==> src/rtl/test1_stim.sv <==
// Stimulus/response harness for the test1 timing sample: drives LFSR vectors on a_out and
// checks b_in against a golden model of the two-register-stage c4/c5 path.
module test1_stim #(
  parameter logic [6:0] SEED = 7'h01
) (
  input  logic       clk,
  input  logic       rst,
  input  logic       start,
  input  logic [7:0] count,
  output logic [6:0] a_out,
  input  logic       b_in,
  output logic       busy,
  output logic       done,
  output logic       pass,
  output logic [7:0] err_count
);

  localparam logic [6:0] SEED_EFF = (SEED == 7'h00) ? 7'h01 : SEED;

  typedef enum logic [1:0] {S_IDLE, S_DRIVE, S_FLUSH, S_DONE} state_t;

  state_t     state;
  logic [6:0] lfsr;
  logic [6:0] h1;
  logic [6:0] h2;
  logic [7:0] n;
  logic [8:0] k;

  function automatic logic c4(input logic [6:0] v);
    return ~(v[0] & v[1]) & ~v[2];
  endfunction

  function automatic logic c5(input logic [6:0] v);
    return v[3] | v[4] | (v[5] & v[6]);
  endfunction

  logic [6:0] lfsr_nxt;
  logic       mismatch;
  logic [7:0] err_nxt;

  // Cycles 0 and 1 are skipped: the netlist flops hold unknown pre-run values.
  always_comb begin
    lfsr_nxt = {lfsr[5:0], lfsr[6] ^ lfsr[5]};
    mismatch = busy && (k >= 9'd2) && (b_in != (c4(h2) & c5(h1)));
    err_nxt  = (mismatch && (err_count != 8'hff)) ? err_count + 8'd1 : err_count;
  end

  always_ff @(posedge clk or posedge rst) begin
    if (rst) begin
      state     <= S_IDLE;
      lfsr      <= SEED_EFF;
      h1        <= '0;
      h2        <= '0;
      n         <= '0;
      k         <= '0;
      a_out     <= '0;
      busy      <= 1'b0;
      done      <= 1'b0;
      pass      <= 1'b0;
      err_count <= '0;
    end else begin
      if (busy) begin
        h1        <= a_out;
        h2        <= h1;
        err_count <= err_nxt;
        k         <= k + 9'd1;
      end
      case (state)
        S_IDLE, S_DONE: begin
          if (start) begin
            err_count <= '0;
            if (count == 8'd0) begin
              state <= S_DONE;
              done  <= 1'b1;
              pass  <= 1'b1;
            end else begin
              state <= S_DRIVE;
              n     <= count;
              lfsr  <= SEED_EFF;
              a_out <= SEED_EFF;
              busy  <= 1'b1;
              k     <= '0;
              done  <= 1'b0;
              pass  <= 1'b0;
            end
          end
        end
        S_DRIVE: begin
          if (k == ({1'b0, n} - 9'd1)) begin
            state <= S_FLUSH;
            a_out <= '0;
          end else begin
            a_out <= lfsr_nxt;
            lfsr  <= lfsr_nxt;
          end
        end
        S_FLUSH: begin
          // The final comparison lands on this same edge, so pass uses err_nxt.
          if (k == ({1'b0, n} + 9'd1)) begin
            state <= S_DONE;
            busy  <= 1'b0;
            done  <= 1'b1;
            pass  <= (err_nxt == 8'd0);
          end
        end
        default: state <= S_IDLE;
      endcase
    end
  end

endmodule

==> config.mk <==
export PLATFORM = sky130hd
export DESIGN_NAME = test1_stim
export DESIGN_NICKNAME = d
export VERILOG_FILES = /design/src/rtl/test1_stim.sv
export SDC_FILE = /design/constraint.sdc
export NUM_CORES = 1
export LEC_CHECK = 0
export BUFFER_PORTS_ARGS = -buffer_cell sky130_fd_sc_hd__buf_2
export CAP_MARGIN = 20
export CORE_UTILIZATION = 30
export DETAILED_ROUTE_END_ITERATION = 6
export GPL_TIMING_DRIVEN = 0
export PLACE_DENSITY = 0.5
export SYNTH_ARGS = -nofsm -noshare
export SYNTH_HDL_FRONTEND = slang
export SYNTH_SLANG_ARGS = --single-unit
==> constraint.sdc <==
create_clock -name clk -period 3.54 [get_ports clk]
set_input_delay 0.354 -clock clk [delete_from_list [all_inputs] [get_ports clk]]
set_output_delay 0.354 -clock clk [all_outputs]
set_load 0.01 [all_outputs]
Yosys cells after proc, flatten, opt, wreduce, memory -nomap -nowiden:

Cells that the tools add are included.

* register bits after elaboration: 54
* input port bits: 12

* add/sub/neg operators: 4
* order comparisons: 1
* equality and inequality tests: 12
* mux-type cells: 29
* bitwise gates (word level): 10
* reduce and logical (&&, ||, !) cells: 15

Operators by type and width (count)
* $mux 9: 4
* $mux 8: 4
* $mux 7: 4
* $pmux 7 s2: 2
* $eq 9x9->1: 2
* $logic_not 8->1: 2
* $reduce_and 3->1: 4
* $ne 2x2->1 const B: 5
* $add 8x1->9 const B: 1
* $add 9x1->9 const B: 1
* $ge 9x2->1 const B: 1
* $sub 8x1->9 const B: 1
* $add 8x1->8 const B: 1
* $mux 2: 4
* $ne 8x8->1 const B: 1
* $reduce_and 4->1: 2
* $mux 1: 7
* $pmux 1 s2: 3
* $pmux 2 s3: 1
* $and 1x1->1: 4
* $eq 2x2->1 const B: 2
* $reduce_bool 2->1: 2
* $logic_and 1x1->1: 3
* $not 1->1: 3
* 6 further kinds: 7

Longest topological paths before layout:

* depth in word-level cells: 11
* depth in mapped cells: 11
* gate-level depth less buffers: 9

Worst setup path before layout:

No wires, ideal clock.

* path type: register to register
* start: register n[0]
* end: register done
* library setup time: 0.128 ns
* data arrival time: 2.452 ns
* path slack: 0.960 ns
* cell stages (with the launch flop): 9
* path buffers: 0
* path through: dfrtp_1 -> ha_1 -> xor2_1 -> xnor2_1 -> nand2_1 -> or4b_4 -> o41ai_4 -> nor3b_4 -> mux2_1

* longest elaborated chain between the ends: 4

Ends and longest elaborated chain
* from (decl): line 26 `logic [7:0] n;`
* from (signal assigned): line 78 `n <= count;`
* $add 8x1->9: line 99 `if (k == ({1'b0, n} + 9'd1)) begin`
* $eq 9x9->1: line 99
* $ne 2x2->1 (no source line)
* $reduce_and 3->1 (no source line)
* to (signal assigned): line 74 `done <= 1'b1;`
* to (signal assigned): line 83 `done <= 1'b0;`
* to (signal assigned): line 102 `done <= 1'b1;`
* to (decl): line 13 `output logic done,`

Every way passes these cells.
A chain may end at the register's enable or synchronous reset.

Worst setup path in the final report:

Ends and elaborated chain as after synthesis.

==> flow_summary.ini <==
[sta]
period_share_pct = 80.7
rsz0062_at_grt = no
worst_slew_pin_slew_ns = 0.654
setup_ws_ns = 0.684
skew_ns = 0.00768
fin_crit_ns = 2.86
timing.fmax_ghz = 0.350
finalHoldViolCount = 0
slew_violations = 0
max_slew_margin_pct = 56.4
final.setup.tns_ns = 0
setup_violations = 0

[yosys]
synth.area.top_cells = dfrtp_1, mux2_2, xor2_1
ys.flop_type = dfrtp_1
synth_warnings = 0
synth_top_area_share_pct = 43.8
netlist_instances = 292
synth_area_leader_cell = dfrtp_1
synth_most_common_cell = dfrtp_1
synth_area_um2 = 3030
ys_types = 51
yosys-top-cells-count = dfrtp_1, nor2_1, xor2_1
syn_avg_cell_area_um2 = 10.4
synthArstFlopShare_pct = 100
ys_ff_latch = 54
synth_seq_area_share_pct = 44.7
synth-edff-count = 0
syn_nets = 312

[setup_path]
crit_required_ns = 3.74
worstPathMaxFanout = 6
startpoint = n[0]
r2r_start = n[0]
critPathLaunchType = flop
worstSetupEndpointType = flop
criticalPathCategory = flop to flop
arrival_ns = 3.06

[placement]
port_buffers = 29
place_hpwl_mm = 4.83
gp_congestion = 0.781
postPlaceCellArea_um2 = 3360
pre_cts_ws_ns = 0.712
dp.cells = 455

[clocking]
cts_sinks = 54
ctsResizeCount = 0
h-tree-depth = 2
clk_pin_slew_ns = 0.11
cts_buffers = 5
clock_path_buffers = 2
cts_root_buffer = clkbuf_8
cts_hold_buffers = 0
clock_latency_ns = 0.31
cts_setup_buffers = 0
cts_tree = done

[worst_hold_path]
hp-class = input port to async pin

[final_layout]
fin_nets = 349
diodes = 0
drive_gt1_share_pct = 22.4
layoutNonFillerInstCount = 463
area.growth.synth_to_final_pct = 14.2
fin_area_um2 = 3460

[floorplan]
die_h_um = 102
core_area_um2 = 9770
io_pins = 30
fp.dieArea_um2 = 10500
rows = 36
die_w_um = 102
start_util_pct = 31.0

[detailed_routing]
dr.pass1.iters = 4
totalWireLength_mm = 6.53
vias_per_cell = 4.83
drtAntennaViolNets = 0
vias = 2235
drt_iter0_markers = 139
wl_per_cell_um = 14.1
drc_errors = 0

[global_route]
antenna_found_initial = 0
grt.total_usage_pct = 13.7
gr-total-overflow = 0
grt_pass1_wl_mm = 11.0
grt_max_degree = 38
grt_pass1_vias = 2226

[power]
power_mw = 1.01
ir_worst_vdd_v = 0.000146
pwr_density_cell_nw_per_um2 = 293
leakage_nw = 1.54

[run]
drv_cap = 0

[run_status]
status = finished, final reports clean
[placed cells by master, fill, tap and decap left out, types with 9 or more instances in the layout]
| cell type | instances |
|---|---|
| nor2_1 | 23 |
| buf_2 | 32 |
| clkbuf_1 | 12 |
| a22o_1 | 12 |
| xor2_1 | 21 |
| dfrtp_1 | 53 |
| inv_1 | 9 |
| mux2_2 | 18 |
| nand2_1 | 19 |
| nand3_1 | 10 |
[path summary, 6_finish.rpt]
kind / cells after the start / end / slack [ns]
min in group clk: 3 / n[5] / 0.26
worst min-delay path: 2 / k[6] / 0.02
worst max-delay path: 8 / done / 0.68
worst min register to register: 1 / done / 0.49
max in group asynchronous: 3 / lfsr[0] / 2.90
worst max register to register: 8 / done / 0.68
[power by group]
part / switching [mW] / internal, mW / leakage (nW)
registers: 0 / 0.616 / 0.683
clock network: 0.223 / 0.148 / 0.0506
logic: 0.0167 / 0.00745 / 0.805
[area by class of cell]
cell class	count	area, um^2
Fill cell	1022	6320
Multi-Input combinational cell	209	1550
Sequential cell	54	1350
Tap cell	133	166
Timing Repair Buffer	30	165
Buffer	17	78.8
Clock buffer	5	68.8
Inverter	12	45.0
Clock inverter	3	28.8
[kinds of logic (layout without fill, tap and decap cells)]
| logic type | after synthesis | in the layout | synth area share [%] |
|---|---|---|---|
| adders and majority gates | 8 | 8 | 3.31 |
| buffers and inverters | 29 | 67 | 4.09 |
| xor gates and xnor gates | 28 | 28 | 8.10 |
| DFF | 54 | 54 | 44.7 |
| AOI/OAI and AO/OA | 48 | 48 | 13.3 |
| muxes | 24 | 24 | 8.80 |
| and+or+nand+nor | 101 | 101 | 17.7 |
[sequential cells by signal (all words and copies together) (netlist names)]
register and count:
busy 1, n 8, h1 7, a_out 7, err_count 8, h2 3
done 1, k 9, lfsr 7, state 2, pass 1
[metrics by stage]
step	hold slack, ns	util [%]
final	0.0223	35.4
after global routing	0.0418	35.4
after CTS	0.0325	35.4
after detailed placement	0.384	34.4
after global placement	0.472	34.2
after floorplan	0.471	-
[worst max-delay path, stage by stage (launching register included)]
cell,delay (ns)
dfrtp_1,0.46
ha_1,0.28
xor2_1,0.20
xnor2_1,0.13
nand2_1,0.08
or4b_4,0.53
o41ai_4,0.43
nor3b_4,0.29
mux2_1,0.34
[metal layers]
layer | share of wire, % | GRT usage, % | vias to the layer above | wire length, um
met5 | 0 | 0 | - | 0
met4 | 0.74 | 3.63 | 0 | 48
met3 | 2.4 | 2.46 | 5 | 155
met2 | 47 | 21.4 | 22 | 3070
met1 | 50 | 19.4 | 1087 | 3250
li1 | - | - | 1121 | -
No activity file was read; power rests on OpenSTA's default activity.
